## config.mk

```make
export PLATFORM = sky130hd
export DESIGN_NAME = rf_write_sched_flat
export DESIGN_NICKNAME = d
export VERILOG_FILES = /design/src/rtl/rf_write_sched_if.sv /design/src/rtl/rf_write_sched.sv /design/src/flat_wrapper.sv
export SDC_FILE = /design/constraint.sdc
export NUM_CORES = 1
export LEC_CHECK = 0
export CELL_PAD_IN_SITES_DETAIL_PLACEMENT = 1
export CELL_PAD_IN_SITES_GLOBAL_PLACEMENT = 2
export CORE_MARGIN = 1.5
export CORE_UTILIZATION = 20
export DETAILED_ROUTE_END_ITERATION = 12
export PLACE_DENSITY = 0.79
export REMOVE_ABC_BUFFERS = 1
export SLEW_MARGIN = 10
export SYNTH_ARGS = -nofsm -noshare
export SYNTH_HDL_FRONTEND = slang
export SYNTH_SLANG_ARGS = --single-unit
```

## constraint.sdc

```tcl
create_clock -name clock -period 1.5 [get_ports clock]
set_input_delay 0.375 -clock clock [delete_from_list [all_inputs] [get_ports clock]]
set_output_delay 0.375 -clock clock [all_outputs]
set_load 0.02 [all_outputs]
```

## src/rtl/rf_write_sched_if.sv

```systemverilog
// Requester A/B write handshakes and the registered write port toward rf_32.
// The master side drives the requests and observes the grants and the rf strobe.
interface rf_write_sched_if;
    logic        a_valid;
    logic        a_ready;
    logic [4:0]  a_addr;
    logic [31:0] a_data;
    logic        b_valid;
    logic        b_ready;
    logic [4:0]  b_addr;
    logic [31:0] b_data;
    logic        rf_write_enabled;
    logic [4:0]  rf_write_addr;
    logic [31:0] rf_write_data;

    modport master (
        output a_valid, a_addr, a_data, b_valid, b_addr, b_data,
        input  a_ready, b_ready, rf_write_enabled, rf_write_addr, rf_write_data
    );

    modport slave (
        input  a_valid, a_addr, a_data, b_valid, b_addr, b_data,
        output a_ready, b_ready, rf_write_enabled, rf_write_addr, rf_write_data
    );
endinterface

```

## src/rtl/rf_write_sched.sv

```systemverilog
// Write-port scheduler for rf_32: round-robin A/B arbitration plus a 32-entry init walk.
// Defining RF_SCHED_STATS_EN adds the saturating conflict_count output.
module rf_write_sched #(
    parameter logic [31:0] INIT_VALUE       = 32'h0000_0000,
    parameter bit          INIT_ON_RESET    = 1'b1,
    parameter bit          ZERO_REG_PROTECT = 1'b1
) (
    input  logic clock,
    input  logic reset,
    input  logic init_start,
    output logic init_busy,
    output logic init_done,
`ifdef RF_SCHED_STATS_EN
    output logic [15:0] conflict_count,
`endif
    rf_write_sched_if.slave bus
);

    typedef enum logic {ST_INIT, ST_RUN} state_t;
    typedef enum logic {REQ_A, REQ_B} req_t;

    state_t      state_q, state_d;
    req_t        rr_last_q, rr_last_d;
    logic [4:0]  cnt_q, cnt_d;
    logic        we_q, we_d;
    logic [4:0]  waddr_q, waddr_d;
    logic [31:0] wdata_q, wdata_d;
    logic        init_done_q, init_done_d;
    logic        grant_a, grant_b;

    always_ff @(posedge clock or posedge reset) begin
        if (reset) begin
            state_q     <= INIT_ON_RESET ? ST_INIT : ST_RUN;
            rr_last_q   <= REQ_B;
            cnt_q       <= '0;
            we_q        <= 1'b0;
            waddr_q     <= '0;
            wdata_q     <= '0;
            init_done_q <= 1'b0;
        end else begin
            state_q     <= state_d;
            rr_last_q   <= rr_last_d;
            cnt_q       <= cnt_d;
            we_q        <= we_d;
            waddr_q     <= waddr_d;
            wdata_q     <= wdata_d;
            init_done_q <= init_done_d;
        end
    end

    always_comb begin
        state_d     = state_q;
        rr_last_d   = rr_last_q;
        cnt_d       = cnt_q;
        we_d        = 1'b0;
        waddr_d     = waddr_q;
        wdata_d     = wdata_q;
        init_done_d = 1'b0;
        grant_a     = 1'b0;
        grant_b     = 1'b0;

        case (state_q)
            ST_INIT: begin
                we_d    = 1'b1;
                waddr_d = cnt_q;
                wdata_d = INIT_VALUE;
                if (cnt_q == 5'd31) begin
                    state_d     = ST_RUN;
                    init_done_d = 1'b1;
                    cnt_d       = '0;
                end else begin
                    cnt_d = cnt_q + 5'd1;
                end
            end
            default: begin
                if (init_start) begin
                    state_d = ST_INIT;
                end else begin
                    // On a tie the requester that did not win last time is served.
                    grant_a = bus.a_valid && (!bus.b_valid || rr_last_q == REQ_B);
                    grant_b = bus.b_valid && !grant_a;
                    if (grant_a) begin
                        waddr_d   = bus.a_addr;
                        wdata_d   = bus.a_data;
                        we_d      = !(ZERO_REG_PROTECT && bus.a_addr == 5'd0);
                        rr_last_d = REQ_A;
                    end else if (grant_b) begin
                        waddr_d   = bus.b_addr;
                        wdata_d   = bus.b_data;
                        we_d      = !(ZERO_REG_PROTECT && bus.b_addr == 5'd0);
                        rr_last_d = REQ_B;
                    end
                end
            end
        endcase
    end

    assign bus.a_ready          = grant_a;
    assign bus.b_ready          = grant_b;
    assign bus.rf_write_enabled = we_q;
    assign bus.rf_write_addr    = waddr_q;
    assign bus.rf_write_data    = wdata_q;
    assign init_busy            = (state_q == ST_INIT);
    assign init_done            = init_done_q;

`ifdef RF_SCHED_STATS_EN
    logic [15:0] conflict_q, conflict_d;

    always_ff @(posedge clock or posedge reset) begin
        if (reset) conflict_q <= '0;
        else       conflict_q <= conflict_d;
    end

    always_comb begin
        conflict_d = conflict_q;
        if (state_q == ST_RUN) begin
            if (init_start)
                conflict_d = '0;
            else if (bus.a_valid && bus.b_valid && conflict_q != 16'hFFFF)
                conflict_d = conflict_q + 16'd1;
        end
    end

    assign conflict_count = conflict_q;
`endif

endmodule

```

## src/flat_wrapper.sv

```systemverilog
// flat-port wrapper written by rule: the top's interface ports become plain ports
module rf_write_sched_flat 
#(
    parameter logic [31:0] INIT_VALUE       = 32'h0000_0000,
    parameter bit          INIT_ON_RESET    = 1'b1,
    parameter bit          ZERO_REG_PROTECT = 1'b1
)
  (clock, reset, init_start, init_busy, init_done, bus_a_valid, bus_a_addr, bus_a_data, bus_b_valid, bus_b_addr, bus_b_data, bus_a_ready, bus_b_ready, bus_rf_write_enabled, bus_rf_write_addr, bus_rf_write_data);
  rf_write_sched_if bus_i ();
  input  logic clock;
  input  logic reset;
  input  logic init_start;
  output logic init_busy;
  output logic init_done;
  input wire logic [$bits(bus_i.a_valid)-1:0] bus_a_valid;
  input wire logic [$bits(bus_i.a_addr)-1:0] bus_a_addr;
  input wire logic [$bits(bus_i.a_data)-1:0] bus_a_data;
  input wire logic [$bits(bus_i.b_valid)-1:0] bus_b_valid;
  input wire logic [$bits(bus_i.b_addr)-1:0] bus_b_addr;
  input wire logic [$bits(bus_i.b_data)-1:0] bus_b_data;
  output wire logic [$bits(bus_i.a_ready)-1:0] bus_a_ready;
  output wire logic [$bits(bus_i.b_ready)-1:0] bus_b_ready;
  output wire logic [$bits(bus_i.rf_write_enabled)-1:0] bus_rf_write_enabled;
  output wire logic [$bits(bus_i.rf_write_addr)-1:0] bus_rf_write_addr;
  output wire logic [$bits(bus_i.rf_write_data)-1:0] bus_rf_write_data;
  assign bus_i.a_valid = bus_a_valid;
  assign bus_i.a_addr = bus_a_addr;
  assign bus_i.a_data = bus_a_data;
  assign bus_i.b_valid = bus_b_valid;
  assign bus_i.b_addr = bus_b_addr;
  assign bus_i.b_data = bus_b_data;
  assign bus_a_ready = bus_i.a_ready;
  assign bus_b_ready = bus_i.b_ready;
  assign bus_rf_write_enabled = bus_i.rf_write_enabled;
  assign bus_rf_write_addr = bus_i.rf_write_addr;
  assign bus_rf_write_data = bus_i.rf_write_data;
  rf_write_sched #(.INIT_VALUE(INIT_VALUE), .INIT_ON_RESET(INIT_ON_RESET), .ZERO_REG_PROTECT(ZERO_REG_PROTECT)) u_core (.clock(clock), .reset(reset), .init_start(init_start), .init_busy(init_busy), .init_done(init_done), .bus(bus_i));
endmodule
```

# Word level (Yosys, flattened, before mapping)
# Index checks and enable logic that the tools add are counted.
# Widths: inputs -> output; s select.
[totals]
register_bits = 46
input_bits = 79
elab_cells = 48
[classes]
add_sub_neg = 1
n_eq_ne = 3
mux = 23
n_bitwise = 2
reduce_logical = 12
[ops]
columns = ["cell", "count"]
rows = [
  ["$mux 32", 4],
  ["$mux 5", 5],
  ["$mux 1", 14],
  ["$logic_not 5->1", 2],
  ["$add 5x1->5 const B", 1],
  ["$eq 5x5->1 const B", 1],
  ["$logic_not 1->1", 4],
  ["$ne 3x3->1 const B", 1],
  ["$reduce_and 3->1", 1],
  ["$logic_and 1x1->1", 2],
  ["$ne 2x2->1 const B", 1],
  ["$not 1->1", 2],
  ["$reduce_and 2->1", 1],
  ["$reduce_bool 2->1", 1],
  ["$logic_or 1x1->1", 1],
]

# Longest topological paths before layout
[logic_depth]
depth_word = 9
depth_mapped = 6
ltp_nobuf = 6

# Worst setup path after synthesis
# Ideal clock, no wire load.
[synth_path]
path_type = "reg2out"
start = "reg u_core.rr_last_q"
end = "out bus_a_ready"
t_arrival_ps = 1232
required_ps = 1125
slack_ps = -107
path_stages_with_launch = 4
cell_sequence = "dfstp_2 o21ai_4 buf_6 nor3_1"
[synth_via]
elab_chain_cells = 4
[synth_lines]
columns = ["element", "line", "source"]
rows = [
  ["start: declaration", "rf_write_sched.sv:23", "req_t rr_last_q, rr_last_d;"],
  ["start signal: assignment", "rf_write_sched.sv:42", "rr_last_q <= rr_last_d;"],
  ["$logic_or 1x1->1", "rf_write_sched.sv:80", "grant_a = bus.a_valid && (!bus.b_valid || rr_last_q == REQ_B);"],
  ["$logic_and 1x1->1", "rf_write_sched.sv:80", ""],
  ["$mux 1", "rf_write_sched.sv:76", "if (init_start) begin"],
  ["$mux 1", "rf_write_sched.sv:62", "case (state_q)"],
  ["end: declaration", "flat_wrapper.sv:21", "output wire logic [$bits(bus_i.a_ready)-1:0] bus_a_ready;"],
]
# Every way passes these cells.

# Worst setup path after layout
[layout_path]
start = "reg u_core.rr_last_q"
end = "out bus_b_ready"
[layout_via]
elab_chain_cells = 6
[layout_lines]
columns = ["element", "line", "source"]
rows = [
  ["$logic_or 1x1->1", "rf_write_sched.sv:80", ""],
  ["$logic_and 1x1->1", "rf_write_sched.sv:80", ""],
  ["$logic_not 1->1", "rf_write_sched.sv:81", "grant_b = bus.b_valid && !grant_a;"],
  ["$logic_and 1x1->1", "rf_write_sched.sv:81", ""],
  ["$mux 1", "rf_write_sched.sv:76", ""],
  ["$mux 1", "rf_write_sched.sv:62", ""],
  ["end: declaration", "flat_wrapper.sv:22", "output wire logic [$bits(bus_i.b_ready)-1:0] bus_b_ready;"],
]
# Every way passes these cells.

==> results_dict.tcl <==
set metrics [dict create \
    status "finished, violations left" \
    violations "negative setup slack" \
    place_ws_ns -0.746 \
    drc 0 \
    cap_violations 0 \
    cts_root_buf "clkbuf_8" \
    die_h_um 108 \
    cp.required_ns 1.12 \
    grt_pass1_wl_um 11000 \
    grt_pass1_vias 2217 \
    worst_clock_skew_ns 0.00891 \
    track_usage 0.120 \
    dieArea_mm2 0.0117 \
    nFillCells 1231 \
    cp_max_fo 4 \
    power_density_mw_per_mm2 1170 \
    multiInputGateArea_mm2 0.00104 \
    ys_types 29 \
    synth-seq-area-share 0.522 \
    leakagePower_nw 1.90 \
    initial_core_util 0.204 \
    fin_crit_sh 1.09 \
    syn_area_mm2 0.00221 \
    drt_iter0_drc 38 \
    synth_edf_count 0 \
    routed_via_density 4.34 \
    hold_viol 0 \
    core-area_mm2 0.0108 \
    grt_max_degree 47 \
    h-tree-depth 2 \
    wl_um 7390 \
    antennaDiodeCount 0 \
    regArea_mm2 0.00115 \
    ys.flop_type "dfrtp_1" \
    fin_util 0.364 \
    die_w_um 108 \
    gp_congestion 0.800 \
    syn2layout_area_growth_pct 77.8 \
    rr_worst_depth 5 \
    first_pass_iters 4 \
    fin_ws_ns -0.132 \
    cts_sinks 46 \
    cp.arrival_ns 1.26 \
    drive_gt1_frac 0.170 \
    cts_made_buffers 5 \
    avgSynthCellArea_um2 10.5 \
    drt-wirelength-per-cell_um 15.0 \
    cts_buffer_depth 2 \
    relSlewSlack 0.830 \
    critPathCaptureType "output port" \
    synthCells 210 \
    clk_latency_ns 0.29 \
    slew_viol_final 0 \
    max_slew.worst_pin.slew_ns 0.251 \
    critPathKind "reg -> out" \
    dpl.hpwl_um 5340 \
    rrSetupSlack_ns 0.04 \
    overflow 0 \
    finalCriticalPeriod_ns 1.63 \
    setup_viol 2 \
    synth-seq-cells 46 \
    reg2reg_to "u_core.bus.rf_write_data[1]$_DFFE_PP0P_" \
    synth_async_sr_flop_share 1.00 \
    rows 38 \
    clk_transition_reported_paths_ns 0.09 \
    io_pins 121 \
    cts_tree "done" \
    grt_antenna_before_repair 0 \
    holdCritPathClass "in -> async" \
    peakVddDrop_mv 0.555 \
    cp-start-kind "register" \
    max_freq_ghz 0.613 \
    r2r_start "u_core.rr_last_q$_DFFE_PP1P_" \
    rsz0062_at_grt "true" \
    ant_nets 0 \
    final_net_count 432 \
    yosysWarnings 0 \
    portBuffers 120 \
    via_count 2136 \
]
==> final cells by class <==
type	count	area share
repair buffers	147	0.369
clock buffers	7	0.0220
well taps	140	0.0446
multi-input cells	147	0.266
inverters	4	0.00383
clock inverters	1	0.00128
flip-flops and latches	46	0.294
==> worst max-delay path, stage by stage, from the launching register on <==
cell     delay (ns)
dfstp_2        0.57
o21ai_4        0.08
and3_4         0.18
buf_6          0.12
==> cell usage in the layout (no fill, tap or decap), types with 3 or more instances in the layout <==
cell type        Yosys  routed
a21oi_1              7       7
buf_12               0       4
buf_4                0      21
buf_6                4       3
clkbuf_8             0       6
clkdlybuf4s50_1      0      73
dfrtp_1             45      45
dlygate4sd2_1        0      42
inv_2                2       3
mux2_2               3       3
mux2i_1             37      34
nand2_1             33      33
nor2_1               8       7
o21ai_1             32      34
o22ai_1              5       5
==> cells in the mapped netlist (2+ instances only) <==
| cell | count | share of area |
|---|---|---|
| a21oi_1 | 7 | 0.016 |
| a31oi_1 | 2 | 0.0057 |
| and3_1 | 2 | 0.0057 |
| buf_2 | 6 | 0.014 |
| buf_6 | 4 | 0.020 |
| clkbuf_1 | 3 | 0.0051 |
| dfrtp_1 | 45 | 0.51 |
| ha_1 | 2 | 0.011 |
| inv_1 | 2 | 0.0034 |
| inv_2 | 2 | 0.0034 |
| mux2_2 | 3 | 0.015 |
| mux2i_1 | 37 | 0.17 |
| nand2_1 | 33 | 0.056 |
| nor2_1 | 8 | 0.014 |
| o21ai_0 | 4 | 0.0091 |
| o21ai_1 | 32 | 0.073 |
| o22ai_1 | 5 | 0.014 |
| or4_1 | 2 | 0.0068 |
==> state kept, by name (all words and copies together) (netlist names) <==
register                     count
u_core.rr_last_q                 1
u_core.bus.rf_write_addr         5
u_core.cnt_q                     5
u_core.bus.rf_write_enabled      1
u_core.bus.rf_write_data        32
u_core.state_q                   1
u_core.init_done                 1
==> cell families (layout without fill, tap and decap cells) <==
kind of cell | Yosys count | in the layout | synth area share
buffers and inverters | 17 | 159 | 0.0459
DFF | 46 | 46 | 0.522
muxes | 40 | 40 | 0.183
AOI/OAI and AO/OA | 55 | 55 | 0.142
adders and majority gates | 2 | 2 | 0.0113
and+or+nand+nor | 50 | 50 | 0.0958
==> repair_timing <==
| action | in CTS | in global routing |
|---|---|---|
| endpoints found under the setup margin | 77 | 9 |
| pin swaps | 2 | 5 |
| cloned | 0 | 1 |
| gates resized for setup | 66 | 19 |
| endpoints found under the hold margin | 0 | 0 |
| hold buffers | 0 | 0 |
| buffers inserted | 0 | 3 |
==> where the power goes <==
group | total (mW) | internal, mW | switching, mW
Sequential | 1.70 | 1.51 | 0.189
Combinational | 2.11 | 1.05 | 1.05
Clock | 0.784 | 0.373 | 0.412
Total | 4.59 | 2.93 | 1.65
==> per-layer routing <==
layer | track usage | up-vias | wire [um]
met2 | 0.217 | 79 | 3620
met4 | 0.0254 | 0 | 90
met1 | 0.143 | 1031 | 3070
met3 | 0.0301 | 6 | 614
met5 | 0 | - | 0
li1 | - | 1020 | -
==> stage by stage <==
step	hold WS [ns]	instances	TNS (ns)	total power [mW]	cell area, um2
floorplan	0.445	197	-14.48	2.64	2120
global placement	0.466	480	-19.30	3.69	3730
detailed placement	0.475	480	-21.96	3.75	3730
CTS	0.431	488	-0.266	4.47	3790
global route	0.449	492	-0.421	4.90	3930
finish	0.433	492	-0.242	4.59	3930
==> worst max path at each step <==
stage,startpoint,end,slack (ns),cells past startpoint
2_1_floorplan,bus_b_valid,bus_b_ready,-0.63,3
6_report,u_core.rr_last_q$_DFFE_PP1P_,bus_b_ready,-0.13,3
3_3_place_gp,bus_b_valid,bus_b_ready,-0.72,5
3_5_place_dp,bus_b_valid,bus_b_ready,-0.75,5
4_1_cts,u_core.rr_last_q$_DFFE_PP1P_,bus_b_ready,-0.14,3
5_1_grt,u_core.rr_last_q$_DFFE_PP1P_,bus_a_ready,-0.18,3
(Power assumes the default switching activity.)
